$ cat src/rtl/shared_pkg.sv
// Shared APB definitions: bus widths, completer FSM states and protection bit index.
package shared_pkg;

  localparam int ADDR_WIDTH = 32;
  localparam int DATA_WIDTH = 32;
  localparam int PROT_PRIV  = 0;

  typedef enum logic [1:0] {
    IDLE   = 2'd0,
    SETUP  = 2'd1,
    ACCESS = 2'd2
  } apb_slv_state_e;

  // Transfer fields captured on entry to SETUP
  typedef struct packed {
    logic [ADDR_WIDTH-1:0] addr;
    logic                  write;
    logic [DATA_WIDTH-1:0] wdata;
  } apb_req_t;

  function automatic logic [31:0] word_idx(input logic [ADDR_WIDTH-1:0] addr);
    return {2'b00, addr[ADDR_WIDTH-1:2]};
  endfunction

endpackage

$ cat src/rtl/apb_regfile.sv
// Word-addressed register file: byte-enabled synchronous write, asynchronous read, reset clear.
module apb_regfile #(
  parameter int DEPTH = 16,
  parameter int DW    = 32,
  parameter int IDX_W = 4
) (
  input  logic              clk,
  input  logic              rst,
  input  logic              we,
  input  logic [IDX_W-1:0]  waddr,
  input  logic [DW/8-1:0]   wstrb,
  input  logic [DW-1:0]     wdata,
  input  logic [IDX_W-1:0]  raddr,
  output logic [DW-1:0]     rdata
);

  localparam int NUM_LANES = DW / 8;

  // One storage array per byte lane keeps each lane's write enable independent
  for (genvar b = 0; b < NUM_LANES; b++) begin : g_lane
    logic [7:0] lane [DEPTH];

    always_ff @(posedge clk or posedge rst) begin
      if (rst) begin
        for (int i = 0; i < DEPTH; i++) lane[i] <= '0;
      end else if (we && wstrb[b]) begin
        lane[waddr] <= wdata[b*8 +: 8];
      end
    end

    assign rdata[b*8 +: 8] = lane[raddr];
  end

endmodule

$ cat src/rtl/apb_completer.sv
// APB completer with programmable wait states over a small register file.
// Define AMBA4_EN to add PSTRB byte strobes and PPROT privilege checking.
module apb_completer
  import shared_pkg::*;
#(
  parameter int MEM_DEPTH   = 16,
  parameter int WAIT_STATES = 2
) (
  input  logic                  PCLK,
  input  logic                  PRESET,
  input  logic                  PSEL,
  input  logic                  PENABLE,
  input  logic                  PWRITE,
  input  logic [ADDR_WIDTH-1:0] PADDR,
  input  logic [DATA_WIDTH-1:0] PWDATA,
`ifdef AMBA4_EN
  input  logic [DATA_WIDTH/8-1:0] PSTRB,
  input  logic [2:0]              PPROT,
`endif
  output logic [DATA_WIDTH-1:0] PRDATA,
  output logic                  PREADY,
  output logic                  PSLVERR
);

  localparam int IDX_W = (MEM_DEPTH > 1) ? $clog2(MEM_DEPTH) : 1;

  apb_slv_state_e state, nxt;
  logic [3:0]     cnt;
  apb_req_t       req;
  logic           start, done, load, err, we;
  logic [31:0]    idx;
  logic [DATA_WIDTH/8-1:0] strb;
  logic [DATA_WIDTH-1:0]   rdata;

`ifdef AMBA4_EN
  logic [DATA_WIDTH/8-1:0] lat_strb;
  logic [2:0]              lat_prot;
`endif

  assign start = PSEL & ~PENABLE;
  assign done  = (state == ACCESS) && (cnt == 4'd0);
  // A new setup is accepted from IDLE or on the completing cycle of a transfer
  assign load  = start && ((state == IDLE) || done);

  always_comb begin
    nxt = state;
    unique case (state)
      IDLE:    if (start) nxt = SETUP;
      SETUP:   nxt = ACCESS;
      ACCESS:  if (done) nxt = start ? SETUP : IDLE;
               else if (!PSEL) nxt = IDLE;
      default: nxt = IDLE;
    endcase
  end

  always_ff @(posedge PCLK or posedge PRESET) begin
    if (PRESET) begin
      state <= IDLE;
      cnt   <= '0;
      req   <= '0;
    end else begin
      state <= nxt;
      if (load) begin
        cnt   <= 4'(WAIT_STATES);
        req   <= '{addr: PADDR, write: PWRITE, wdata: PWDATA};
      end else if (state == ACCESS && cnt != 4'd0) begin
        cnt   <= cnt - 4'd1;
      end
    end
  end

`ifdef AMBA4_EN
  always_ff @(posedge PCLK or posedge PRESET) begin
    if (PRESET) begin
      lat_strb <= '0;
      lat_prot <= '0;
    end else if (load) begin
      lat_strb <= PSTRB;
      lat_prot <= PPROT;
    end
  end
  assign strb = lat_strb;
`else
  assign strb = '1;
`endif

  assign idx = word_idx(req.addr);

  always_comb begin
    err = (req.addr[1:0] != 2'b00) || (idx >= 32'(MEM_DEPTH));
`ifdef AMBA4_EN
    if (!lat_prot[PROT_PRIV] && idx >= 32'(MEM_DEPTH / 2)) err = 1'b1;
`endif
  end

  assign we = done & req.write & ~err;

  apb_regfile #(
    .DEPTH (MEM_DEPTH),
    .DW    (DATA_WIDTH),
    .IDX_W (IDX_W)
  ) u_regfile (
    .clk   (PCLK),
    .rst   (PRESET),
    .we    (we),
    .waddr (req.addr[2 +: IDX_W]),
    .wstrb (strb),
    .wdata (req.wdata),
    .raddr (req.addr[2 +: IDX_W]),
    .rdata (rdata)
  );

  assign PREADY  = done;
  assign PSLVERR = done & err;
  assign PRDATA  = (done && !req.write && !err) ? rdata : '0;

endmodule

$ cat config.mk
export PLATFORM = sky130hd
export DESIGN_NAME = apb_completer
export DESIGN_NICKNAME = d
export VERILOG_FILES = /design/src/rtl/shared_pkg.sv /design/src/rtl/apb_regfile.sv /design/src/rtl/apb_completer.sv
export SDC_FILE = /design/constraint.sdc
export NUM_CORES = 1
export LEC_CHECK = 0
export CORE_MARGIN = 3
export CORE_UTILIZATION = 60
export DETAILED_ROUTE_END_ITERATION = 12
export GPL_ROUTABILITY_DRIVEN = 0
export MAX_ROUTING_LAYER = met4
export PLACE_DENSITY_LB_ADDON = 0.08
export SYNTH_ARGS = -nofsm -noshare
export SYNTH_HDL_FRONTEND = slang
export SYNTH_SLANG_ARGS = --single-unit
$ cat constraint.sdc
create_clock -name PCLK -period 40.6 [get_ports PCLK]
set_input_delay 12.18 -clock PCLK [delete_from_list [all_inputs] [get_ports PCLK]]
set_output_delay 12.18 -clock PCLK [all_outputs]
set_load 0.02 [all_outputs]
==> impl_metrics.toml, run 1 <==
[hold_path]
worstHoldStart = "u_regfile.g_lane[1].lane[82]$_DFFE_PP0P_"
hold-path-cell-count = 1
hold_path_class = "flop to flop"
min_to = "u_regfile.g_lane[1].lane[82]$_DFFE_PP0P_"

[setup_path]
reg2regPathDepth = 5
criticalPathCategory = "flop to output pin"
required_ps = 28420
regToRegSetupSlack_ps = 36710
cp.arrival_ps = 4590
worst_setup_path_start_kind = "flop"
r2r_end = "u_regfile.g_lane[3].lane[79]$_DFFE_PP0P_"
r2r-start = "idx[1]$_DFFE_PP0P_"
cp_max_fo = 36
end_kind = "output pin"

[placed_design]
dp_hpwl_um = 32200
io_buffers = 102

[routing]
wl_per_cell_um = 26.4
vias = 14448
dr.pass1.iters = 5
drtIter0Drc = 1031
via_per_inst = 6.46
antenna_left = 0
wirelength_um = 59200
drc_errors = 0

[clock_tree]
clk_pin_slew_ps = 60
cts_inserted_buffers = 59
htreeDepth = 2
cts_resized = 0
ctsRootBufferMaster = "clkbuf_16"
worstSkewPairLatency_ps = 610
cts_buffer_depth = 3
cts_tree = "yes"
cts_hold_buf = 0
post-cts-setup-buffer-count = 0
clkSinkCount = 583

[sta]
post-route-min-period_ps = 16770
slew_headroom_pct = 24.4
max_freq_mhz = 59.6
rsz0062_at_grt = "no"
fin_skew_ps = 17.9
setup_tns_ps = 0
period_share_pct = 41.3
setup_violations = 0
slew_viol_final = 0
tightestPinTransition_ps = 1130
finalHoldViolCount = 0

[power]
p_leak_nw = 14.0
p_per_area_mw_per_mm2 = 48.2
ir_drop_mv = 0.0426

[finish]
final_cell_mix = "dfrtp_1 (581), mux2_2 (541), mux4_2 (128), clkdlybuf4s50_1 (102), a22oi_1 (64)"
drive_gt1_share_pct = 47.3
area_delta_synth_final_pct = 12.5
num-fill-cells = 2888
num-nets-final = 1723
multi_input_area_mm2 = 0.0106
mostFrequentLayoutCell = "dfrtp_1"
ff_latch_area_mm2 = 0.0146
postLayoutCoreUtil_pct = 68.7

[logic_synthesis]
seq_area_frac_synth_pct = 56.5
ys_warn_count = 0
yosys.area.top_type = "dfrtp_1"
syn-num-nets = 1676
ys.flop_type = "dfrtp_1"
netlist_instances = 1606
synth_cell_types = 38
synth_area_leaders = "dfrtp_1 (57%), mux2_2 (24%), mux4_2 (11%), a22oi_1 (1.9%), mux2_1 (1.6%)"
synth_top_area_share_pct = 56.5
netlist_area_mm2 = 0.0258
synth_seq_cells = 583
synth-edff-count = 0
synthArstFlopShare_pct = 100
avgSynthCellArea_um2 = 16.1

[global_route]
first_global_vias = 15378
grt_use_total_pct = 27.8
grt_max_degree = 138
grt_pass1_wl_um = 92200
grt.overflow.total = 0
antenna_found_initial = 1

[floorplan]
start_util_pct = 61.1
dieArea_mm2 = 0.0455
io_pins = 103
die_h_um = 213
num_rows = 75
core_mm2 = 0.0422
die_w_um = 213

[run]
drv_cap = 0

[run_status]
outcome = "completed"
-- state kept, by name (all words and copies together) (netlist names) --
| name | cells |
|---|---|
| idx | 30 |
| state | 2 |
| cnt | 4 |
| req | 35 |
| u_regfile.g_lane.lane | 512 |
-- area by class of cell --
cell class	instances	share of cell area, %
diodes	1	0.00862
clock buffers	90	6.04
clock inverters	16	0.500
inverters	5	0.0905
multi-input cells	875	36.5
flip-flops and latches	583	50.3
well taps	539	2.32
repair buffers	129	4.22
-- logic make-up after synthesis --
family | synth area share [%]
xor gates and xnor gates | 0.0339
and+or+nand+nor | 1.85
DFF | 56.5
muxes | 36.3
buffers and inverters | 2.48
adders and majority gates | 0.0485
AOI/OAI and AO/OA | 2.71
-- where the power goes --
group | switching, mW | internal (mW)
Clock | 0.224 | 0.309
Sequential | 0.0835 | 0.607
Combinational | 0.0976 | 0.0772
-- stage by stage --
step | cell area [µm²] | setup WS (ps) | total power, mW | hold slack (ps) | instances
6_report | 29000 | 23830 | 1.40 | 489 | 2238
5_1_grt | 29000 | 23520 | 1.46 | 499 | 2237
4_1_cts | 29000 | 23710 | 1.41 | 489 | 2237
3_5_place_dp | 27100 | 24230 | 0.879 | 476 | 2131
3_3_place_gp | 27100 | 24310 | 0.872 | 470 | 2131
2_1_floorplan | 25800 | 12110 | 0.807 | 459 | 1606
-- worst max-delay path: stages, from the launching register on --
cell	delay (ps)
dfrtp_4	930
buf_4	680
buf_4	650
mux4_2	590
a22oi_1	250
a21oi_1	160
clkdlybuf4s50_1	610
-- synthesized netlist by cell type, drive strengths merged, types with 2 or more instances --
library cell,n
nor2b,2
o21ai,2
nand3b,2
clkbuf,85
nor4,7
nand2b,4
mux2,577
o22ai,2
a21oi,34
nand4,16
nor2,15
a22oi,64
buf,58
dfrtp,583
nand2,2
inv,5
or3,2
nor3,5
mux4,128
-- per-layer routing --
metal / share of wire [%] / global-route usage (%) / vias to the layer above
li1: - / - / 6133
met1: 45 / 39.9 / 7953
met2: 49 / 43.9 / 285
met3: 3.8 / 3.51 / 77
met4: 1.7 / 6.02 / 0
met5: 0 / - / -
-- how the worst max path moves through the flow --
stage	to	cells past startpoint	from	slack [ps]
2_1_floorplan	cnt[0]$_DFFE_PP0P_	1	PRESET	12110
3_3_place_gp	idx[0]$_DFFE_PP0P_	5	PRESET	24310
3_5_place_dp	idx[0]$_DFFE_PP0P_	5	PRESET	24230
4_1_cts	PRDATA[17]	6	idx[0]$_DFFE_PP0P_	23710
5_1_grt	PRDATA[7]	6	idx[0]$_DFFE_PP0P_	23520
6_report	PRDATA[17]	6	idx[0]$_DFFE_PP0P_	23830
No activity file was read; power rests on OpenSTA's default activity.
==> inputs of run 2 (changes only) <==
Settings changed: CORE_UTILIZATION 60 to 55.
Clock period 40.6 ns to 14.5 ns, I/O delays scaled along.
==> run 2 against run 1 <==
- routed wire length is 3.8% higher
- clock skew is 6.0 ps lower
- register-to-register slack worse by 27000 ps
- via count is 0.19% higher
- final area is 0.74% higher
- count of clock-buffer cells in the layout is 8 higher
- core utilization is 5.0 points lower
- sequential power grew to 2.8 times the previous value
- total power grew to 2.8 times the previous value
- final cell count is 3.6% higher
- highest routed layer unchanged
==> impl_metrics.toml, run 2 (synthesis results as in run 1) <==
[run_status]
outcome = "completed"

[routing]
wirelength_um = 61400
via_per_inst = 6.25
drtIter0Drc = 888
wl_per_cell_um = 26.5
vias = 14476
dr.pass1.iters = 5
antenna_left = 0
drc_errors = 0

[power]
p_int_mw = 2.80
p_leak_nw = 14.0
p_sw_mw = 1.14
p_comb_share_pct = 12.8
swShare_pct = 29.0
clock_power_share_pct = 38.2
ir_drop_mv = 0.108
p_seq_share_pct = 49.0
p_per_area_mw_per_mm2 = 135

[setup_path]
end_kind = "output pin"
worst_setup_path_start_kind = "flop"
r2r_end = "u_regfile.g_lane[1].lane[100]$_DFFE_PP0P_"
criticalPathCategory = "flop to output pin"
cp.arrival_ps = 4330
setup.worst_path.end = "PRDATA[8]"
required_ps = 10150
crit_start = "idx[0]$_DFFE_PP0P_"
reg2regPathDepth = 6
regToRegSetupSlack_ps = 10100
r2r-start = "idx[0]$_DFFE_PP0P_"
cp_max_fo = 41

[floorplan]
core_mm2 = 0.0459
dieArea_mm2 = 0.0496
die_h_um = 223
die_w_um = 223
start_util_pct = 56.3
io_pins = 103
num_rows = 78

[sta]
finalHoldViolCount = 0
post-route-min-period_ps = 8680
period_share_pct = 59.9
fin_hold_ws_ps = 486
slew_viol_final = 0
tightestPinTransition_ps = 1180
slew_headroom_pct = 21.2
setup_violations = 0
rsz0062_at_grt = "no"
max_freq_mhz = 115
fin_skew_ps = 11.9
setup_tns_ps = 0
fin_ws_ps = 5820

[finish]
mostFrequentLayoutCell = "dfrtp_1"
num-nets-final = 1737
ff_latch_area_mm2 = 0.0146
final_cell_mix = "dfrtp_1 (581), mux2_2 (541), mux4_2 (128), clkdlybuf4s50_1 (102), a22oi_1 (64)"
drive_gt1_share_pct = 47.6
largest_register_ffs = 512
multi_input_area_mm2 = 0.0106
final_area_mm2 = 0.0292
area_delta_synth_final_pct = 13.3
postLayoutCoreUtil_pct = 63.8
num-fill-cells = 3410
largest_register = "u_regfile.g_lane.lane"

[clock_tree]
htreeDepth = 2
cts_hold_buf = 0
cts_tree = "yes"
cts_inserted_buffers = 59
clkSinkCount = 583
clk_pin_slew_ps = 60
ctsRootBufferMaster = "clkbuf_16"
cts_buffer_depth = 3
post-cts-setup-buffer-count = 0
cts_resized = 0
worstSkewPairLatency_ps = 610

[placed_design]
dp_hpwl_um = 35000
pre_cts_ws_ps = 6340
post_dp_cell_area_mm2 = 0.0273
io_buffers = 102

[run]
drv_cap = 0

[global_route]
antenna_found_initial = 1
grt_pass1_wl_um = 95800
grt_use_total_pct = 26.1
grt.overflow.total = 0
grt_max_degree = 77
first_global_vias = 15511

[hold_path]
hold_path_class = "flop to flop"
-- run 2: per-layer routing --
| metal | wire length [µm] | share of wire (%) | vias up | track usage, % |
|---|---|---|---|---|
| met3 | 2830 | 4.6 | 95 | 3.55 |
| li1 | - | - | 6169 | - |
| met2 | 30300 | 49 | 315 | 41.6 |
| met5 | 0 | 0 | - | - |
| met1 | 26900 | 44 | 7897 | 35.9 |
| met4 | 1400 | 2.3 | 0 | 7.12 |
-- run 2: final cells by class --
type	instances	area share, %
flip-flops and latches	583	49.9
multi-input cells	875	36.3
clock buffers	98	6.17
repair buffers	143	4.54
well taps	600	2.57
clock inverters	13	0.449
inverters	5	0.0770
diodes	1	0.00856
-- run 2: stage by stage --
step	std cells	power [mW]
3_5_place_dp	2206	2.47
4_1_cts	2317	3.98
6_report	2318	3.94
3_3_place_gp	2206	2.46
5_1_grt	2317	4.11
2_1_floorplan	1606	2.26
-- run 2: power by group through the flow --
stage | Clock, mW | Sequential (mW) | Combinational, mW
after global routing | 1.61 | 1.96 | 0.541
after detailed placement | 0 | 1.96 | 0.512
after CTS | 1.54 | 1.93 | 0.514
after floorplan | 0 | 1.79 | 0.466
final | 1.50 | 1.93 | 0.504
after global placement | 0 | 1.95 | 0.507
-- run 2: critical path, cell delays in order (launching register included) --
cell,delay (ps)
dfrtp_4,670
buf_4,620
buf_4,730
mux4_2,590
a22oi_1,230
a21oi_1,170
clkdlybuf4s50_1,650
-- run 2: worst min-delay path by stage --
stage	from	endpoint	slack [ps]	cells after the start
finish	u_regfile.g_lane[3].lane[79]$_DFFE_PP0P_	u_regfile.g_lane[3].lane[79]$_DFFE_PP0P_	490	1
global route	u_regfile.g_lane[2].lane[71]$_DFFE_PP0P_	u_regfile.g_lane[2].lane[71]$_DFFE_PP0P_	500	1
CTS	u_regfile.g_lane[3].lane[79]$_DFFE_PP0P_	u_regfile.g_lane[3].lane[79]$_DFFE_PP0P_	490	1
detailed placement	u_regfile.g_lane[3].lane[79]$_DFFE_PP0P_	u_regfile.g_lane[3].lane[79]$_DFFE_PP0P_	480	1
global placement	u_regfile.g_lane[3].lane[79]$_DFFE_PP0P_	u_regfile.g_lane[3].lane[79]$_DFFE_PP0P_	470	1
floorplan	u_regfile.g_lane[1].lane[75]$_DFFE_PP0P_	u_regfile.g_lane[1].lane[75]$_DFFE_PP0P_	460	1
==> inputs of run 3 (changes only) <==
Clock period 14.5 ns to 7 ns, I/O delays scaled along.
==> run 3 against run 2 <==
- register-to-register slack worse by 6800 ps
- via count rose by 0.25%
- final cell count decreased by 0.13%
- routed wire length is 0.11% lower
- clock skew rose by 1.7 ps
==> impl_metrics.toml, run 3 (synthesis results as in run 1) <==
[run_status]
outcome = "completed"

[finish]
num-fill-cells = 3439
ff_latch_area_mm2 = 0.0146
drive_gt1_share_pct = 47.4
instances_no_fill = 2315
final_cell_mix = "dfrtp_1 (581), mux2_2 (541), mux4_2 (128), clkdlybuf4s50_1 (102), a22oi_1 (64)"
mostFrequentLayoutCell = "dfrtp_1"
num-nets-final = 1736
largest_register_ffs = 512
largest_register = "u_regfile.g_lane.lane"
diodes = 0
area_delta_synth_final_pct = 13.5
multi_input_area_mm2 = 0.0106
final_area_mm2 = 0.0293

[global_route]
grt_use_total_pct = 26.0
grt_max_degree = 144
grt.overflow.total = 0
first_global_vias = 15515
antenna_found_initial = 2
grt_pass1_wl_um = 95800

[placed_design]
io_buffers = 102
dp_hpwl_um = 35100
post_dp_cell_area_mm2 = 0.0273
place_inst = 2205
pre_cts_ws_ps = 1730

[power]
p_per_area_mw_per_mm2 = 279
ir_drop_mv = 0.217
total_power_mw = 8.15
p_int_mw = 5.81
p_comb_share_pct = 12.3
p_seq_share_pct = 49.5
swShare_pct = 28.7
clock_power_share_pct = 38.3
p_leak_nw = 14.0
p_sw_mw = 2.34

[setup_path]
max_stage_delay_ps = 970
path_buf_inv = 2
cp_slowest_cell = "dfrtp_4"
end_kind = "output pin"
crit_cells = 5
required_ps = 4900
cp_cell_sequence = "buf_4 -> mux4_2 -> a22oi_1 -> a21oi_1 -> clkdlybuf4s50_1"
cp_max_fo = 39
reg2regPathDepth = 5
crit_family = "buffers and inverters"
criticalPathCategory = "flop to output pin"
cp.arrival_ps = 3720
worst_setup_path_start_kind = "flop"

[clock_tree]
htreeDepth = 2
clk_pin_slew_ps = 60
cts_resized = 0
cts_hold_buf = 0
ctsRootBufferMaster = "clkbuf_16"
cts_buffer_depth = 3
clkSinkCount = 583
cts_tree = "yes"
post-cts-setup-buffer-count = 0
worstSkewPairLatency_ps = 610
cts_inserted_buffers = 59

[floorplan]
start_util_pct = 56.3
die_h_um = 223
die_w_um = 223
core_mm2 = 0.0459
dieArea_mm2 = 0.0496
io_pins = 103
num_rows = 78

[sta]
rsz0062_at_grt = "no"
fin_ws_ps = 1180
fin_hold_ws_ps = 486
max_freq_mhz = 172
slew_viol_final = 0
fin_skew_ps = 13.6
tightestPinTransition_ps = 1140
slew_headroom_pct = 23.7
period_share_pct = 83.2
finalHoldViolCount = 0
setup_violations = 0
post-route-min-period_ps = 5820

[routing]
vias = 14512
wl_met2_um = 30200
wl_per_cell_um = 26.5
wirelength_um = 61400
m1WireLength_um = 26700
via_per_inst = 6.27
dr.pass1.iters = 5
top_layer = "met4"
drc_errors = 0
drtIter0Drc = 949
antenna_left = 0
dr_wl_met3_um = 3120

[run]
drv_cap = 0

[hold_path]
hold_path_class = "flop to flop"
hold-path-cell-count = 1
-- run 3: changes by cell type in the layout (fill, tap and decap cells not counted), sizes merged --
| cell | delta |
|---|---|
| buf | -1 |
| clkbuf | +1 |
| clkinv | +2 |
| clkinvlp | -1 |
| diode | -1 |
| inv | -3 |
-- run 3: area by class of cell --
class	count	area share, %
Clock buffer	99	6.21
Sequential cell	583	49.9
Clock inverter	11	0.380
Timing Repair Buffer	142	4.68
Multi-Input combinational cell	875	36.2
Inverter	5	0.0769
Tap cell	600	2.56
-- run 3: path summary, 6_finish.rpt --
check / startpoint / to / slack (ps)
setup / recovery: idx[0]$_DFFE_PP0P_ / PRDATA[17] / 1180
hold / removal: u_regfile.g_lane[1].lane[75]$_DFFE_PP0P_ / u_regfile.g_lane[1].lane[75]$_DFFE_PP0P_ / 490
setup reg to reg: idx[0]$_DFFE_PP0P_ / u_regfile.g_lane[1].lane[65]$_DFFE_PP0P_ / 3280
hold reg to reg: u_regfile.g_lane[1].lane[75]$_DFFE_PP0P_ / u_regfile.g_lane[1].lane[75]$_DFFE_PP0P_ / 490
max in group asynchronous: PRESET / u_regfile.g_lane[1].lane[94]$_DFFE_PP0P_ / 3680
min in group asynchronous: PRESET / u_regfile.g_lane[0].lane[70]$_DFFE_PP0P_ / 1790
-- run 3: power by group through the flow --
stage | clock (mW) | combinational (mW) | sequential, mW
final | 3.12 | 1.00 | 4.03
after global routing | 3.34 | 1.08 | 4.10
after CTS | 3.19 | 1.02 | 4.04
after detailed placement | 0 | 1.02 | 4.10
after global placement | 0 | 1.01 | 4.08
after floorplan | 0 | 0.964 | 3.72
-- run 3: per-layer routing --
layer	track usage [%]	vias up
met5	-	-
met2	41.7	329
met3	4.60	103
met4	5.84	0
li1	-	6177
met1	35.3	7903
-- run 3: per-stage QoR --
step / utilization, % / TNS [ps]
after CTS: 63.8 / 0
after detailed placement: 59.6 / 0
after global placement: 59.6 / 0
after floorplan: - / -1775490
after global routing: 63.8 / 0
final: 63.8 / 0
==> RTL edit 1: new RTL, flow settings as in run 1 <==
The 3 states of `apb_slv_state_e` get a one-hot encoding in 3 bits.
--- a/src/rtl/shared_pkg.sv
+++ b/src/rtl/shared_pkg.sv
@@ -5,10 +5,10 @@
   localparam int DATA_WIDTH = 32;
   localparam int PROT_PRIV  = 0;
 
-  typedef enum logic [1:0] {
-    IDLE   = 2'd0,
-    SETUP  = 2'd1,
-    ACCESS = 2'd2
+  typedef enum logic [2:0] {
+    IDLE   = 3'b001,
+    SETUP  = 3'b010,
+    ACCESS = 3'b100
   } apb_slv_state_e;
 
   // Transfer fields captured on entry to SETUP
Formal check against the unedited RTL: same outputs for any inputs over 4 cycles, from zero or initial values and one cycle with PRESET high; so few cycles prove little.
==> RTL edit 1 against run 1 <==
Power fell by 4.3%. Sequential share of layout area fell by 1.9 points. Critical endpoint is now PRDATA[6]. Cell area rose by 4.2%. Count of clock-buffer cells in the layout fell by 5. Sequential cell count rose by 1. Synthesized area rose by 4.6%. Critical path depth did not move. Utilization fell by 0.49 points. Routed wire length rose by 1.6%. First-iteration DRC count fell by 1.1%. Worst setup slack got worse by 0.37 ns. Synthesized cell count rose by 0.50%.
==> RTL edit 1: results <==
sta:
  slew_headroom: 0.221
  hold_ws_ns: 0.487
finish:
  layout-drive-gt1-share: 0.488
  antenna_cells: 0
power_and_ir_drop:
  combPwrFrac: 0.086
  peakVddDrop_v: 0.0000398
  clockPowerShare: 0.421
logic_synthesis:
  yosys-top-cells-count: "dfrtp_1 (583), mux2_2 (317), mux2_4 (240), mux4_2 (128), a22oi_1 (64)"
  synth_nets: 1684
  synthAdderAreaFrac: 0.000463
  synth_cell_type_count: 41
  synth_area_leaders: "dfrtp_1 (54%), mux2_4 (13%), mux2_2 (13%), mux4_2 (11%), a22oi_1 (1.8%)"
detailed_routing:
  via_per_inst: 6.28
  wl_met3_mm: 2.51
  wl_met1_mm: 27.2
  dr_wl_met2_mm: 29.0
  drt_iter0_drc: 1020
floorplan:
  die_x_um: 218
worst_setup_path:
  endpoint: "PRDATA[6]"
  rr_startpoint: "idx[5]"
  reg2reg_slack_ns: 36.77
  crit_arrival_ns: 4.96
  crit_path_max_incr_delay_ns: 1.03
  critPathMaxFanout: 50
grt:
  grt_pass1_vias: 15700
  gr-usage-met3: 0.0388
  use_met1: 0.381
  grt_pass1_wl_mm: 94.7
min_path:
  min_to: "u_regfile.g_lane[2].lane[123]"
placed_design:
  detailed_place_hpwl_mm: 31.9
outcome:
  status: "finished, final reports clean"
clock_network:
  numCtsBuffers: 60
-- RTL edit 1: changes by cell type after synthesis, sizes merged, moves of 2 or more --
| cell | change |
|---|---|
| clkbuf | -32 |
| buf | +32 |
| nor2 | +3 |
| nand3 | +3 |
| o22ai | -2 |
| or3 | -2 |
| nand2 | +2 |
-- RTL edit 1: area by class of cell --
| cell class | instances | area, µm² |
|---|---|---|
| Sequential cell | 584 | 14600 |
| Fill cell | 3047 | 14100 |
| Multi-Input combinational cell | 883 | 11600 |
| Clock buffer | 85 | 1750 |
| Timing Repair Buffer | 132 | 1270 |
| Tap cell | 592 | 741 |
| Clock inverter | 23 | 272 |
| Inverter | 4 | 22.5 |
-- RTL edit 1: per-stage QoR --
| stage | instances | setup WS [ns] |
|---|---|---|
| after CTS | 2303 | 23.25 |
| after detailed placement | 2195 | 23.92 |
| after global placement | 2195 | 23.92 |
| final | 2303 | 23.46 |
| after global routing | 2303 | 22.99 |
| after floorplan | 1614 | 12.08 |
==> RTL edit 2: new RTL, config.mk and constraints of run 1 <==
Made on the original files. Set the package constant `DATA_WIDTH` to 24 (it was 32).
--- a/src/rtl/shared_pkg.sv
+++ b/src/rtl/shared_pkg.sv
@@ -2,7 +2,7 @@
 package shared_pkg;
 
   localparam int ADDR_WIDTH = 32;
-  localparam int DATA_WIDTH = 32;
+  localparam int DATA_WIDTH = 24;
   localparam int PROT_PRIV  = 0;
 
   typedef enum logic [1:0] {
Ports: changed (resized PRDATA and PWDATA); port bits go from 103 to 87. The function was not compared with the original's and may differ.
==> RTL edit 2 against run 1 <==
Sequential cell count shrank 136. Via count shrank 23%. Worst setup slack improved by 0.39 ns. Routed wire length shrank 24%. Synthesized area fell by 20%. Synthesized cell count shrank 23%. Combinational power down 22%. Utilization is 0.29 points higher. Count of clock-buffer cells in the layout is 27 lower. Cell area decreased by 20%. Sequential share of layout area is 2.3 points lower. Power shrank 19%. Largest cell class unchanged.
==> RTL edit 2: results <==
outcome:
  status: "finished, final reports clean"
finish:
  multi_input_cells: 683
  synthToLayoutAreaGrowth_pct: 12.7
  multi_input_area_um2: 8860
  bufAreaShareNonClock: 0.0445
  clk_share: 0.0705
  n_fill_cell: 2255
  largest_reg_flops: 384
  buffers: 108
  layout-drive-gt1-share: 0.492
  regArea_um2: 11200
  fin_util: 0.690
  n_clock_buffer: 63
detailed_routing:
  drtPass1Iterations: 6
  drt_iter0_drc: 571
  wl_per_cell_um: 25.3
  vias: 11100
sta:
  slew_headroom: 0.181
  worst_slack_ns: 24.22
  hold_ws_ns: 0.499
  clock_skew_ns: 0.0118
worst_setup_path:
  reg2reg_to: "req[20]"
  rr_worst_depth: 7
  critPathMaxFanout: 53
  reg2reg_slack_ns: 37.16
  crit_path_max_incr_delay_ns: 1.11
  rr_startpoint: "cnt[0]"
  endpoint: "PRDATA[13]"
grt:
  grt_pass1_wl_mm: 71.0
  grt_max_degree: 165
  grt_pass1_vias: 12000
  track_usage: 0.264
placed_design:
  dp.cells: 1691
  numPortBuffers: 86
  detailed_place_hpwl_mm: 23.0
logic_synthesis:
  syn_inst: 1241
  synthAdderAreaFrac: 0.000605
  yosys-top-cells-count: "dfrtp_1 (447), mux2_2 (271), mux2_4 (160), mux4_2 (96), a22oi_1 (48)"
  synth_nets: 1303
  ys_ff_latch: 447
  synth-xor-area-share: 0.000423
  syn_area_um2: 20700
  synth_area_leaders: "dfrtp_1 (54%), mux2_2 (15%), mux2_4 (12%), mux4_2 (10%), a22oi_1 (1.7%)"
power_and_ir_drop:
  combPwrFrac: 0.121
  clockPowerShare: 0.402
  peakVddDrop_v: 0.0000378
  pg_comb_mw: 0.136
clock_network:
  clock_latency_ns: 0.56
## RTL edit 2: worst min path at each step
stage	cells after the start	end	from
after floorplan	1	u_regfile.g_lane[1].lane[107]	u_regfile.g_lane[1].lane[107]
after global placement	1	u_regfile.g_lane[1].lane[110]	u_regfile.g_lane[1].lane[110]
after detailed placement	1	u_regfile.g_lane[2].lane[76]	u_regfile.g_lane[2].lane[76]
after CTS	1	u_regfile.g_lane[1].lane[97]	u_regfile.g_lane[1].lane[97]
after global routing	1	u_regfile.g_lane[1].lane[77]	u_regfile.g_lane[1].lane[77]
final	1	u_regfile.g_lane[1].lane[78]	u_regfile.g_lane[1].lane[78]
## RTL edit 2: metal layers
| metal | vias up | track usage | share of wire |
|---|---|---|---|
| met5 | - | - | 0 |
| met4 | 0 | 0.0703 | 0.020 |
| met3 | 69 | 0.0425 | 0.051 |
| met2 | 261 | 0.394 | 0.47 |
| met1 | 6000 | 0.384 | 0.46 |
| li1 | 4746 | - | - |
